===== config.mk =====
export PLATFORM = sky130hd
export DESIGN_NAME = fc_argmax
export DESIGN_NICKNAME = d
export VERILOG_FILES = /design/src/rtl/fc_pkg.sv /design/src/rtl/fc_score_cmp.sv /design/src/rtl/fc_argmax.sv
export SDC_FILE = /design/constraint.sdc
export NUM_CORES = 1
export LEC_CHECK = 0
export BUFFER_PORTS_ARGS = -buffer_cell sky130_fd_sc_hd__buf_2
export CAP_MARGIN = 0
export CORE_MARGIN = 2
export CORE_UTILIZATION = 25
export CTS_BUF_LIST = sky130_fd_sc_hd__clkbuf_16
export DETAILED_ROUTE_END_ITERATION = 8
export GPL_TIMING_DRIVEN = 0
export PLACE_DENSITY = 0.53
export SLEW_MARGIN = 5
export SYNTH_ARGS = -nofsm -noshare
export SYNTH_HDL_FRONTEND = slang
export SYNTH_SLANG_ARGS = --single-unit

===== constraint.sdc =====
create_clock -name clk -period 5.28 [get_ports clk]
set_input_delay 0.264 -clock clk [delete_from_list [all_inputs] [get_ports clk]]
set_output_delay 0.264 -clock clk [all_outputs]
set_load 0.01 [all_outputs]

===== src/rtl/fc_pkg.sv =====
// Shared types and default sizes for the FC-output argmax classifier.
package fc_pkg;

  localparam int unsigned NUM_CLASSES_DEF = 10;
  localparam int unsigned SCORE_W_DEF     = 38;
  localparam int unsigned IDX_W_DEF       = 4;

  typedef logic signed [SCORE_W_DEF-1:0] score_t;
  typedef logic        [IDX_W_DEF-1:0]   idx_t;

  typedef enum logic [1:0] {
    IDLE,
    SCAN,
    HOLD,
    DRAIN
  } fc_argmax_state_e;

endpackage


===== src/rtl/fc_score_cmp.sv =====
// Signed compare/update of the running maximum against one candidate score.
// With FC_ARGMAX_MARGIN_EN defined, the runner-up score is tracked as well.
module fc_score_cmp
  import fc_pkg::*;
#(
  parameter int unsigned SCORE_W = SCORE_W_DEF,
  parameter int unsigned IDX_W   = IDX_W_DEF
) (
  input  logic signed [SCORE_W-1:0] best_i,
  input  logic        [IDX_W-1:0]   idx_i,
`ifdef FC_ARGMAX_MARGIN_EN
  input  logic signed [SCORE_W-1:0] second_i,
  output logic signed [SCORE_W-1:0] second_o,
`endif
  input  logic signed [SCORE_W-1:0] cand_i,
  input  logic        [IDX_W-1:0]   cand_idx_i,
  output logic signed [SCORE_W-1:0] best_o,
  output logic        [IDX_W-1:0]   idx_o
);

  // Strictly-greater replaces the best, so ties keep the lower index.
  always_comb begin
    best_o = best_i;
    idx_o  = idx_i;
`ifdef FC_ARGMAX_MARGIN_EN
    second_o = second_i;
`endif
    if (cand_i > best_i) begin
      best_o = cand_i;
      idx_o  = cand_idx_i;
`ifdef FC_ARGMAX_MARGIN_EN
      second_o = best_i;
`endif
    end
`ifdef FC_ARGMAX_MARGIN_EN
    else if (cand_i > second_i) begin
      second_o = cand_i;
    end
`endif
  end

endmodule


===== src/rtl/fc_argmax.sv =====
// Argmax over the ten FC output neurons: capture all scores once every neuron
// is done, scan them one per cycle, hold the winner on a valid/ready handshake.
// Optional macro FC_ARGMAX_MARGIN_EN adds the best-minus-runner-up margin port.
module fc_argmax
  import fc_pkg::*;
#(
  parameter int unsigned NUM_CLASSES = NUM_CLASSES_DEF,
  parameter int unsigned SCORE_W     = SCORE_W_DEF,
  parameter int unsigned IDX_W       = IDX_W_DEF
) (
  input  logic                           clk,
  input  logic                           rst,
  input  logic [NUM_CLASSES-1:0]         done_vec,
  input  logic [NUM_CLASSES*SCORE_W-1:0] score_flat,
  input  logic                           out_ready,
`ifdef FC_ARGMAX_MARGIN_EN
  output logic [SCORE_W:0]               margin,
`endif
  output logic                           out_valid,
  output logic [IDX_W-1:0]               class_idx,
  output logic signed [SCORE_W-1:0]      max_score,
  output logic                           busy
);

  localparam logic [IDX_W-1:0] LAST_IDX = IDX_W'(NUM_CLASSES - 1);

  fc_argmax_state_e          state_q, state_d;
  logic signed [SCORE_W-1:0] bank_q [NUM_CLASSES];
  logic signed [SCORE_W-1:0] bank_d [NUM_CLASSES];
  logic [IDX_W-1:0]          ptr_q, ptr_d;
  logic signed [SCORE_W-1:0] best_q, best_d;
  logic [IDX_W-1:0]          idx_q, idx_d;
  logic                      done_all_q;
  logic                      out_valid_q, out_valid_d;
  logic [IDX_W-1:0]          class_idx_q, class_idx_d;
  logic signed [SCORE_W-1:0] max_score_q, max_score_d;
  logic                      busy_q, busy_d;
  logic signed [SCORE_W-1:0] cmp_best;
  logic [IDX_W-1:0]          cmp_idx;
`ifdef FC_ARGMAX_MARGIN_EN
  logic signed [SCORE_W-1:0] second_q, second_d;
  logic signed [SCORE_W-1:0] cmp_second;
  logic [SCORE_W:0]          margin_q, margin_d;
`endif

  // Single comparator shared across all scan cycles.
  fc_score_cmp #(
    .SCORE_W (SCORE_W),
    .IDX_W   (IDX_W)
  ) u_cmp (
    .best_i     (best_q),
    .idx_i      (idx_q),
`ifdef FC_ARGMAX_MARGIN_EN
    .second_i   (second_q),
    .second_o   (cmp_second),
`endif
    .cand_i     (bank_q[ptr_q]),
    .cand_idx_i (ptr_q),
    .best_o     (cmp_best),
    .idx_o      (cmp_idx)
  );

  // Next-state, datapath and output decode.
  always_comb begin
    state_d     = state_q;
    bank_d      = bank_q;
    ptr_d       = ptr_q;
    best_d      = best_q;
    idx_d       = idx_q;
    out_valid_d = out_valid_q;
    class_idx_d = class_idx_q;
    max_score_d = max_score_q;
`ifdef FC_ARGMAX_MARGIN_EN
    second_d = second_q;
    margin_d = margin_q;
`endif
    unique case (state_q)
      IDLE: begin
        if (done_all_q) begin
          for (int unsigned k = 0; k < NUM_CLASSES; k++) begin
            bank_d[k] = score_flat[k*SCORE_W +: SCORE_W];
          end
          best_d  = score_flat[SCORE_W-1:0];
          idx_d   = '0;
          ptr_d   = IDX_W'(1);
`ifdef FC_ARGMAX_MARGIN_EN
          // Most negative value: any candidate ties or beats it.
          second_d = {1'b1, {(SCORE_W-1){1'b0}}};
`endif
          state_d = SCAN;
        end
      end
      SCAN: begin
        best_d = cmp_best;
        idx_d  = cmp_idx;
`ifdef FC_ARGMAX_MARGIN_EN
        second_d = cmp_second;
`endif
        if (ptr_q == LAST_IDX) begin
          state_d     = HOLD;
          out_valid_d = 1'b1;
          class_idx_d = cmp_idx;
          max_score_d = cmp_best;
`ifdef FC_ARGMAX_MARGIN_EN
          // One extra bit so best - second cannot overflow.
          margin_d = {cmp_best[SCORE_W-1], cmp_best} - {cmp_second[SCORE_W-1], cmp_second};
`endif
        end else begin
          ptr_d = ptr_q + IDX_W'(1);
        end
      end
      HOLD: begin
        if (out_ready) begin
          out_valid_d = 1'b0;
          state_d     = (~|done_vec) ? IDLE : DRAIN;
        end
      end
      DRAIN: begin
        // Wait for the done flags to drop so a frame is classified only once.
        if (~|done_vec) begin
          state_d = IDLE;
        end
      end
      default: state_d = IDLE;
    endcase
    busy_d = (state_d == SCAN) || (state_d == HOLD);
  end

  // State and datapath registers with synchronous reset.
  always_ff @(posedge clk) begin
    if (rst) begin
      state_q     <= IDLE;
      for (int unsigned k = 0; k < NUM_CLASSES; k++) begin
        bank_q[k] <= '0;
      end
      ptr_q       <= '0;
      best_q      <= '0;
      idx_q       <= '0;
      done_all_q  <= 1'b0;
      out_valid_q <= 1'b0;
      class_idx_q <= '0;
      max_score_q <= '0;
      busy_q      <= 1'b0;
`ifdef FC_ARGMAX_MARGIN_EN
      second_q    <= '0;
      margin_q    <= '0;
`endif
    end else begin
      state_q     <= state_d;
      bank_q      <= bank_d;
      ptr_q       <= ptr_d;
      best_q      <= best_d;
      idx_q       <= idx_d;
      done_all_q  <= &done_vec;
      out_valid_q <= out_valid_d;
      class_idx_q <= class_idx_d;
      max_score_q <= max_score_d;
      busy_q      <= busy_d;
`ifdef FC_ARGMAX_MARGIN_EN
      second_q    <= second_d;
      margin_q    <= margin_d;
`endif
    end
  end

  assign out_valid = out_valid_q;
  assign class_idx = class_idx_q;
  assign max_score = max_score_q;
  assign busy      = busy_q;
`ifdef FC_ARGMAX_MARGIN_EN
  assign margin    = margin_q;
`endif

endmodule


==> out/metrics.cfg <==
[timing]
hold_violations = 0
setup_viol = 0
slew_violations = 0
fmax_mhz = 195
period_minus_slack_ns = 5.12
post-route-period-util_pct = 96.9
setup-tns-final_ns = 0
tightest_slew_ns = 1.19
fin_worst_skew_ns = 0.0199
maxSlewHeadroom_pct = 20.8

[power_and_ir_drop]
ir_drop_v = 0.000217
p_leak_uw = 0.0113
power.density_nw_per_um2 = 254

[detailed_routing]
viasPerCell = 4.84
wl_per_cell_um = 22.6
ant_nets = 0
drc = 0
dr.pass1.iters = 6
vias = 22200
drt_iter0_drc = 1253
routed_wl_um = 104000

[critical_path]
crit_family = simple AND/OR/NAND/NOR gates
r2r-start = ptr_q[0]$_SDFFE_PP0P_
crit_start = ptr_q[0]$_SDFFE_PP0P_
crit_required_ns = 5.74
endpoint_kind = flop
crit_buf_inv = 5
startpoint_type = flop
critPathMaxStageDelay_ns = 0.71
slowest_stage = or4_1
cp.arrival_ns = 5.58
crit_path_max_fanout = 10
crit_type = reg -> reg
crit_chain = clkbuf_4 -> buf_6 -> mux4_2 -> mux2i_1 -> o22a_1 -> inv_1 -> ha_1 -> nand4_1 -> or4_1 -> nor3_4 -> nor4_4 -> buf_4 -> clkbuf_1 -> nor4_1 -> a311oi_1

[floorplan]
core_area_um2 = 84900
initial_core_util_pct = 25.2
die-area_um2 = 87800
fp.dieH_um = 296
die_x_um = 296
ios = 437
rows = 107

[final_layout]
drive_above_1_share_pct = 18.5
seq_area_um2 = 9470
multiInputGateArea_um2 = 10800
area_growth_pct = 42.1
fillerInstances = 9015
layout.nets = 3841
postLayoutCoreUtil_pct = 35.8

[synth]
netlist_area_um2 = 21400
yosysUniqueCellTypes = 39
syn_area_per_cell_um2 = 8.37
yosys_warnings = 0
synth-seq-area-share_pct = 44.3
ys_ff_latch = 473
synth_fp_nets = 2985
synthCells = 2552

[clocking]
root_buffer = clkbuf_16
cts.clk_slew.worst_paths_ns = 0.06
numCtsBuffers = 53
worst_skew_pair.late_latency_ns = 0.61
cts_tree = yes
ctsHtreeMaxLevel = 2
clockBufferDepth = 3
cts.sinks = 473

[grt]
antenna_found_initial = 4
overflow = 0
grt_use_total_pct = 22.8
grt_start_max_net_pins = 13
grt_pass1_wl_um = 145000
grt_pass1_vias = 22100

[outcome]
outcome = finished, final reports clean

[hold_path]
min_from = score_flat[17]
holdCritPathClass = in -> reg

[place]
dp_hpwl_um = 80600
routabilityCongestion = 0.950
port_buffers = 435

[run]
max_cap_viol_count = 0

power breakdown:
part | total (µW) | switching, µW | internal [µW]
Sequential | 3570 | 0.747 | 3570
Clock | 3590 | 1590 | 2000
Combinational | 563 | 256 | 307
worst paths after layout:
path	to	slack [ns]	cells after the start
hold reg to reg	bank_q[7]$_SDFFE_PP0P_	0.45	2
setup / recovery	max_score[18]$_SDFFE_PP0P_	0.16	15
hold / removal	bank_q[359]$_SDFFE_PP0P_	0.03	3
setup reg to reg	max_score[18]$_SDFFE_PP0P_	0.16	15
final cells by class:
type                            instances  area share, %
Multi-Input combinational cell       1775           35.4
Tap cell                             1144           4.71
Timing Repair Buffer                  801           19.2
Antenna cell                            1        0.00824
Inverter                               79          0.977
Clock buffer                           53           4.37
Buffer                                225           3.14
Sequential cell                       473           31.2
Clock inverter                         41          0.944
metrics by stage:
stage | cell area (µm²) | power (µW) | hold WS, ns | std cells | setup WS [ns]
global placement | 25000 | 4000 | 0.440 | 4131 | -0.839
detailed placement | 25000 | 3990 | 0.444 | 4131 | -0.797
global route | 30400 | 7940 | 0.0267 | 4592 | -0.0241
CTS | 30300 | 7780 | 0.00175 | 4588 | 0.0270
floorplan | 21400 | 3730 | 0.395 | 2552 | 1.13
finish | 30400 | 7720 | 0.0262 | 4592 | 0.162
kinds of logic after synthesis:
kind of cell	synth area share (%)
compound gates	18.5
xor+xnor	0.0820
fa+ha+maj	2.34
buf+inv	5.52
flops	44.3
mux	11.8
simple gates	17.5
timing repair:
item | 4_1_cts | 5_1_grt
gates resized for setup | 33 | 16
hold buffers | 363 | 0
buffers inserted | 0 | 3
endpoints found under the setup margin | 84 | 78
pin swaps | 0 | 2
hold endpoints to repair | 361 | 0
routing by layer:
| layer | share of wire, % | GRT usage (%) | wire, µm | vias up |
|---|---|---|---|---|
| met5 | 0.021 | 0 | 22 | - |
| met3 | 5.5 | 3.32 | 5680 | 194 |
| met2 | 48 | 39.7 | 50100 | 744 |
| li1 | - | - | - | 10600 |
| met4 | 4.0 | 8.49 | 4130 | 4 |
| met1 | 42 | 28.5 | 43800 | 10700 |
synth_stat cells, drive strengths merged:
master	number	area, µm²
nand4	11	68.8
buf	38	180
nor4	45	288
a2111oi	1	15.0
xor2	2	17.5
nand4b	1	8.76
nor2b	2	12.5
o32ai	38	333
nand2b	7	43.8
a21boi	40	300
o22a	38	333
ha	40	500
o21ai	8	40.0
nand3b	4	30.0
a221oi	1	8.76
inv	79	297
o31ai	2	15.0
a31oi	3	18.8
o41ai	1	8.76
nor2	16	60.1
o31a	1	8.76
a21oi	442	2210
dfxtp	473	9470
nor3	48	245
mux2i	80	801
or4	4	30.0
o21bai	40	300
nand3	5	25.0
a311oi	39	342
a211oi	3	22.5
nand2	776	2910
and2	1	6.26
clkbuf	187	702
mux4	76	1710
flip-flops by register name (all words and copies together) (netlist names):
| signal | flops |
|---|---|
| ptr_q | 4 |
| out_valid | 1 |
| idx_q | 4 |
| done_all_q | 1 |
| state_q | 2 |
| best_q | 38 |
| bank_q | 380 |
| busy | 1 |
| class_idx | 4 |
| max_score | 38 |
worst min-delay path, delay by kind of cell:
family / cells / cell delay (ns)
AO/OA/AOI/OAI: 1 / 0.07
AND/OR/NAND/NOR: 1 / 0.12
buffers and inverters: 1 / 0.12
cells in the final DEF (no fill, tap or decap), types with 42 or more instances in the layout:
cell type,n
nand2_1,775
dfxtp_1,473
buf_2,456
a21oi_1,441
dlygate4sd3_1,363
clkbuf_1,176
inv_1,88
mux2i_1,80
mux4_2,76
clkbuf_16,53
nor3_1,47
nor4_1,42
No activity file was read; power rests on OpenSTA's default activity.
